<file path="config.mk">
export PLATFORM = sky130hd
export DESIGN_NAME = multicycle_control
export DESIGN_NICKNAME = d
export VERILOG_FILES = /design/src/rtl/multicycle_control.sv
export SDC_FILE = /design/constraint.sdc
export NUM_CORES = 1
export LEC_CHECK = 0
export BUFFER_PORTS_ARGS = -buffer_cell sky130_fd_sc_hd__buf_2
export CAP_MARGIN = 40
export CORE_MARGIN = 2
export CORE_UTILIZATION = 29
export CTS_CLUSTER_DIAMETER = 100
export CTS_CLUSTER_SIZE = 40
export DETAILED_ROUTE_END_ITERATION = 10
export HOLD_SLACK_MARGIN = 0.05
export SYNTH_ARGS = -nofsm -noshare
export SYNTH_HDL_FRONTEND = slang
export SYNTH_SLANG_ARGS = --single-unit
</file>
<file path="constraint.sdc">
create_clock -name clk -period 2.3 [get_ports clk]
set_input_delay 0.46 -clock clk [delete_from_list [all_inputs] [get_ports clk]]
set_output_delay 0.46 -clock clk [all_outputs]
set_load 0.005 [all_outputs]
</file>
<file path="src/rtl/multicycle_control.sv">
// Main control FSM for the multicycle MIPS datapath: fetch/decode/execute/memory/writeback
// sequencing with mem_ready wait states. Define ILLEGAL_OP_TRAP_EN to trap unrecognised opcodes.
module multicycle_control #(
    parameter int USE_MEM_READY = 1
) (
    input  logic       clk,
    input  logic       rst_n,
    input  logic [5:0] opcode,
    input  logic       mem_ready,
    output logic       PCWrite,
    output logic       PCWriteCond,
    output logic       IorD,
    output logic       MemRead,
    output logic       MemWrite,
    output logic       IRWrite,
    output logic       MemtoReg,
    output logic       RegDst,
    output logic       RegWrite,
    output logic       ALUSrcA,
    output logic [1:0] ALUSrcB,
    output logic [1:0] ALUOp,
    output logic [1:0] PCSource,
    output logic       instr_done,
`ifdef ILLEGAL_OP_TRAP_EN
    output logic       illegal_op,
`endif
    output logic [3:0] state
);

    typedef enum logic [3:0] {
        S_FETCH  = 4'd0,
        S_DECODE = 4'd1,
        S_MEMADR = 4'd2,
        S_MEMRD  = 4'd3,
        S_MEMWB  = 4'd4,
        S_MEMWR  = 4'd5,
        S_EXEC   = 4'd6,
        S_RWB    = 4'd7,
        S_BRANCH = 4'd8,
        S_JUMP   = 4'd9,
        S_ADDIEX = 4'd10,
        S_ADDIWB = 4'd11,
        S_TRAP   = 4'd12
    } state_t;

    localparam logic [5:0] OP_RTYPE = 6'b000000;
    localparam logic [5:0] OP_LW    = 6'b100011;
    localparam logic [5:0] OP_SW    = 6'b101011;
    localparam logic [5:0] OP_BEQ   = 6'b000100;
    localparam logic [5:0] OP_J     = 6'b000010;
    localparam logic [5:0] OP_ADDI  = 6'b001000;

    state_t state_reg;
    state_t state_next;
    logic   ready;

    // Decoded controls before the reset gating of the write-type enables.
    logic       pc_write_dec;
    logic       pc_write_cond_dec;
    logic       mem_write_dec;
    logic       ir_write_dec;
    logic       reg_write_dec;
    logic       instr_done_dec;
    logic       iord_dec;
    logic       mem_read_dec;
    logic       mem_to_reg_dec;
    logic       reg_dst_dec;
    logic       alu_src_a_dec;
    logic [1:0] alu_src_b_dec;
    logic [1:0] alu_op_dec;
    logic [1:0] pc_source_dec;
    logic       illegal_dec;

    assign ready = (USE_MEM_READY != 0) ? mem_ready : 1'b1;

    always_ff @(posedge clk or negedge rst_n) begin
        if (!rst_n) begin
            state_reg <= S_FETCH;
        end else begin
            state_reg <= state_next;
        end
    end

    always_comb begin
        state_next        = S_FETCH;
        pc_write_dec      = 1'b0;
        pc_write_cond_dec = 1'b0;
        mem_write_dec     = 1'b0;
        ir_write_dec      = 1'b0;
        reg_write_dec     = 1'b0;
        instr_done_dec    = 1'b0;
        iord_dec          = 1'b0;
        mem_read_dec      = 1'b0;
        mem_to_reg_dec    = 1'b0;
        reg_dst_dec       = 1'b0;
        alu_src_a_dec     = 1'b0;
        alu_src_b_dec     = 2'b00;
        alu_op_dec        = 2'b00;
        pc_source_dec     = 2'b00;
        illegal_dec       = 1'b0;

        case (state_reg)
            S_FETCH: begin
                mem_read_dec  = 1'b1;
                alu_src_b_dec = 2'b01;
                ir_write_dec  = ready;
                pc_write_dec  = ready;
                state_next    = ready ? S_DECODE : S_FETCH;
            end
            S_DECODE: begin
                alu_src_b_dec = 2'b11;
                case (opcode)
                    OP_RTYPE:      state_next = S_EXEC;
                    OP_LW, OP_SW:  state_next = S_MEMADR;
                    OP_BEQ:        state_next = S_BRANCH;
                    OP_J:          state_next = S_JUMP;
                    OP_ADDI:       state_next = S_ADDIEX;
                    default: begin
`ifdef ILLEGAL_OP_TRAP_EN
                        state_next = S_TRAP;
`else
                        // Unknown opcode retires as a two-cycle NOP.
                        state_next     = S_FETCH;
                        instr_done_dec = 1'b1;
`endif
                    end
                endcase
            end
            S_MEMADR: begin
                alu_src_a_dec = 1'b1;
                alu_src_b_dec = 2'b10;
                state_next    = (opcode == OP_SW) ? S_MEMWR : S_MEMRD;
            end
            S_MEMRD: begin
                mem_read_dec = 1'b1;
                iord_dec     = 1'b1;
                state_next   = ready ? S_MEMWB : S_MEMRD;
            end
            S_MEMWB: begin
                mem_to_reg_dec = 1'b1;
                reg_write_dec  = 1'b1;
                instr_done_dec = 1'b1;
            end
            S_MEMWR: begin
                // The write strobe is held across wait states; the store retires on ready.
                mem_write_dec  = 1'b1;
                iord_dec       = 1'b1;
                instr_done_dec = ready;
                state_next     = ready ? S_FETCH : S_MEMWR;
            end
            S_EXEC: begin
                alu_src_a_dec = 1'b1;
                alu_op_dec    = 2'b10;
                state_next    = S_RWB;
            end
            S_RWB: begin
                reg_dst_dec    = 1'b1;
                reg_write_dec  = 1'b1;
                instr_done_dec = 1'b1;
            end
            S_BRANCH: begin
                alu_src_a_dec     = 1'b1;
                alu_op_dec        = 2'b01;
                pc_write_cond_dec = 1'b1;
                pc_source_dec     = 2'b01;
                instr_done_dec    = 1'b1;
            end
            S_JUMP: begin
                pc_write_dec   = 1'b1;
                pc_source_dec  = 2'b10;
                instr_done_dec = 1'b1;
            end
            S_ADDIEX: begin
                alu_src_a_dec = 1'b1;
                alu_src_b_dec = 2'b10;
                state_next    = S_ADDIWB;
            end
            S_ADDIWB: begin
                reg_write_dec  = 1'b1;
                instr_done_dec = 1'b1;
            end
            S_TRAP: begin
`ifdef ILLEGAL_OP_TRAP_EN
                // Parked with every enable low until reset.
                illegal_dec = 1'b1;
                state_next  = S_TRAP;
`else
                state_next  = S_FETCH;
`endif
            end
            default: begin
                state_next = S_FETCH;
            end
        endcase
    end

    // Reset parks the register in FETCH; write-type enables are additionally
    // gated by rst_n so nothing commits while reset is held.
    assign PCWrite     = pc_write_dec & rst_n;
    assign PCWriteCond = pc_write_cond_dec & rst_n;
    assign MemWrite    = mem_write_dec & rst_n;
    assign IRWrite     = ir_write_dec & rst_n;
    assign RegWrite    = reg_write_dec & rst_n;
    assign instr_done  = instr_done_dec & rst_n;
    assign IorD        = iord_dec;
    assign MemRead     = mem_read_dec;
    assign MemtoReg    = mem_to_reg_dec;
    assign RegDst      = reg_dst_dec;
    assign ALUSrcA     = alu_src_a_dec;
    assign ALUSrcB     = alu_src_b_dec;
    assign ALUOp       = alu_op_dec;
    assign PCSource    = pc_source_dec;
    assign state       = state_reg;
`ifdef ILLEGAL_OP_TRAP_EN
    assign illegal_op  = illegal_dec;
`else
    logic unused_illegal;
    assign unused_illegal = illegal_dec;
`endif

endmodule

</file>
==> results.sh <==
export IMPL_first_global_vias=492
export IMPL_totalPowerFinal_mw=0.516
export IMPL_layout_common_cells="29 x buf_2, 10 x nor2_1, 8 x nor3_1"
export IMPL_cts_resized=0
export IMPL_final_hold_viol_count=0
export IMPL_hold_class="in2async"
export IMPL_grt_start_max_net_pins=20
export IMPL_antenna_cells=0
export IMPL_cts_setup_buffers=0
export IMPL_syn_cell_area_um2=561
export IMPL_power_leakage_nw=0.323
export IMPL_largest_reg_flops=4
export IMPL_mostFrequentLayoutCell="buf_2"
export IMPL_ant_nets=0
export IMPL_r2r_slack_ns=0.82
export IMPL_wirelength_met1_um=751
export IMPL_clockBufferDepth=2
export IMPL_antenna_found_initial=0
export IMPL_drc=0
export IMPL_drt_iter0_markers=25
export IMPL_skew_ns=0.00161
export IMPL_synth_area_leaders="dfrtp_1 18%, nor3_1 7.1%, nor2_1 6.7%"
export IMPL_dpl_hpwl_um=1150
export IMPL_finalSetupViolCount=0
export IMPL_ioPinCount=30
export IMPL_die_y_um=48.0
export IMPL_powerDensity_nw_per_um2=710
export IMPL_place_area_um2=704
export IMPL_outcome="finished clean"
export IMPL_synth_edf_count=0
export IMPL_relSlewSlack_pct=66.4
export IMPL_cpPeakStageDelay_ns=0.64
export IMPL_place_port_buffers=29
export IMPL_htree_levels=1
export IMPL_core_rowCount=15
export IMPL_layout_drive_gt1_share_pct=35.8
export IMPL_worstPathRequired_ns=1.84
export IMPL_cts_tree="yes"
export IMPL_synthDistinctLibCells=36
export IMPL_root_buffer="clkbuf_4"
export IMPL_final_cell_area_um2=727
export IMPL_synth_ff_type="dfrtp_1"
export IMPL_nFillCells=209
export IMPL_path_cells="or3b_2 > a21oi_1 > buf_2"
export IMPL_gp_congestion=0.757
export IMPL_path_buf_inv=1
export IMPL_wire_per_inst_um=11.8
export IMPL_critPathMaxFanout=19
export IMPL_syn_inst=79
export IMPL_core_um2=1760
export IMPL_fmax_mhz=483
export IMPL_reg2reg_depth=4
export IMPL_route_met3_wl_um=84
export IMPL_critPathLaunchType="flop"
export IMPL_grt_pass1_wl_um=2240
export IMPL_vdd_ir_drop_worst_v=0.000295
export IMPL_nNetsFinal=117
export IMPL_pre_cts_ws_ns=0.474
export IMPL_critical_path_class="reg2out"
export IMPL_fin_crit_sh_pct=90.0
export IMPL_synth_ff_latch_count=4
export IMPL_yosysWarnings=0
export IMPL_tightest_slew_ns=0.505
export IMPL_dieArea_um2=2300
export IMPL_finalSetupTns_ns=0
export IMPL_yosysSeqAreaShare_pct=17.9
export IMPL_cap_violations=0
export IMPL_yosys_area_top_type_share_pct=17.9
export IMPL_viasPerCell=5.31
export IMPL_cts_reportedPaths_clkPinSlew_ns=0.04
export IMPL_firstDrtPassIters=4
export IMPL_layout_setup_ws_ns=0.230
export IMPL_postSynthNetCount=88
export IMPL_clock_latency_ns=0.23
export IMPL_synth_avg_cell_area_um2=7.10
export IMPL_top_layer_used="met3"
export IMPL_timing_rr_start="state[0]$_DFF_PN0_"
export IMPL_clkSinkCount=4
export IMPL_grt_total_usage_pct=13.7
export IMPL_crit_family="flip-flops"
export IMPL_worstPathArrival_ns=1.61
export IMPL_postCtsHoldBufs=0
export IMPL_synth_top_cell_by_area="dfrtp_1"
export IMPL_wl_met2_um=708
export IMPL_rsz0062_at_grt="no"
export IMPL_reg2reg_to="state[0]$_DFF_PN0_"
export IMPL_die_w_um=48.0
export IMPL_grt_overflow=0
export IMPL_cts_made_buffers=3
export IMPL_ys_async_sr_fraction_pct=100
export IMPL_maxSlewViolCount=0
export IMPL_vias=696
export IMPL_routed_wl_um=1540
export IMPL_initial_core_util_pct=31.8
export IMPL_cpMaxStageDelayCell="dfrtp_1"
export IMPL_fin_crit_ns=2.07
export IMPL_area_delta_synth_final_pct=29.7
export IMPL_endpoint_kind="output port"
## cell type report
| class | instances | area [um2] | share of cell area [%] |
|---|---|---|---|
| Tap cell | 25 | 31.3 | 4.30 |
| Clock buffer | 3 | 22.5 | 3.10 |
| Multi-Input combinational cell | 67 | 409 | 56.3 |
| Inverter | 1 | 3.75 | 0.516 |
| Timing Repair Buffer | 31 | 160 | 22.0 |
| Sequential cell | 4 | 100 | 13.8 |
## where the power goes
group          internal (mW)  switching [mW]  total, mW  leakage, nW
logic                  0.141           0.150      0.291        0.256
registers             0.0851          0.0567      0.142       0.0538
clock network         0.0582          0.0258     0.0839       0.0138
total                  0.284           0.232      0.516        0.323
## cells by family after synthesis
logic type / Yosys count / share of synthesized area (%)
AO/OA/AOI/OAI: 17 / 23.2
AND/OR/NAND/NOR: 47 / 45.1
flip-flops: 4 / 17.9
XOR/XNOR: 3 / 4.69
buffers and inverters: 8 / 9.15
## per-layer routing
metal  global-route usage, %  vias up
li1                        -      347
met1                    19.2      323
met2                    21.6       26
met3                    3.77        0
met4                    1.62        0
met5                       0        -
## synth_stat cells (2+ instances only)
cell,number
nor3b_1,2
nand3_1,6
nand4_1,2
dfrtp_1,4
nor3_1,8
a21oi_1,4
o2111ai_1,2
buf_6,2
xnor2_1,2
buf_2,5
nor2b_1,2
nand2b_1,3
nand2_1,5
nor2_1,10
## stage by stage
step | instances | hold slack (ns) | util (%)
5_1_grt | 131 | 0.0724 | 41.2
2_1_floorplan | 79 | 0.164 | -
3_5_place_dp | 128 | 0.322 | 39.9
4_1_cts | 131 | 0.0745 | 41.2
3_3_place_gp | 128 | 0.321 | 39.9
6_report | 131 | 0.0828 | 41.2
## worst max-delay path by stage
stage	slack (ns)	startpoint	endpoint	cells after the start
6_report	0.23	state[0]$_DFF_PN0_	ALUSrcB[1]	3
5_1_grt	0.08	state[1]$_DFF_PN0_	instr_done	5
4_1_cts	0.23	state[0]$_DFF_PN0_	ALUSrcB[1]	3
3_5_place_dp	0.47	opcode[1]	instr_done	5
3_3_place_gp	0.48	opcode[1]	instr_done	5
2_1_floorplan	0.61	state[1]$_DFF_PN0_	ALUSrcB[1]	3
(Power assumes the default switching activity.)
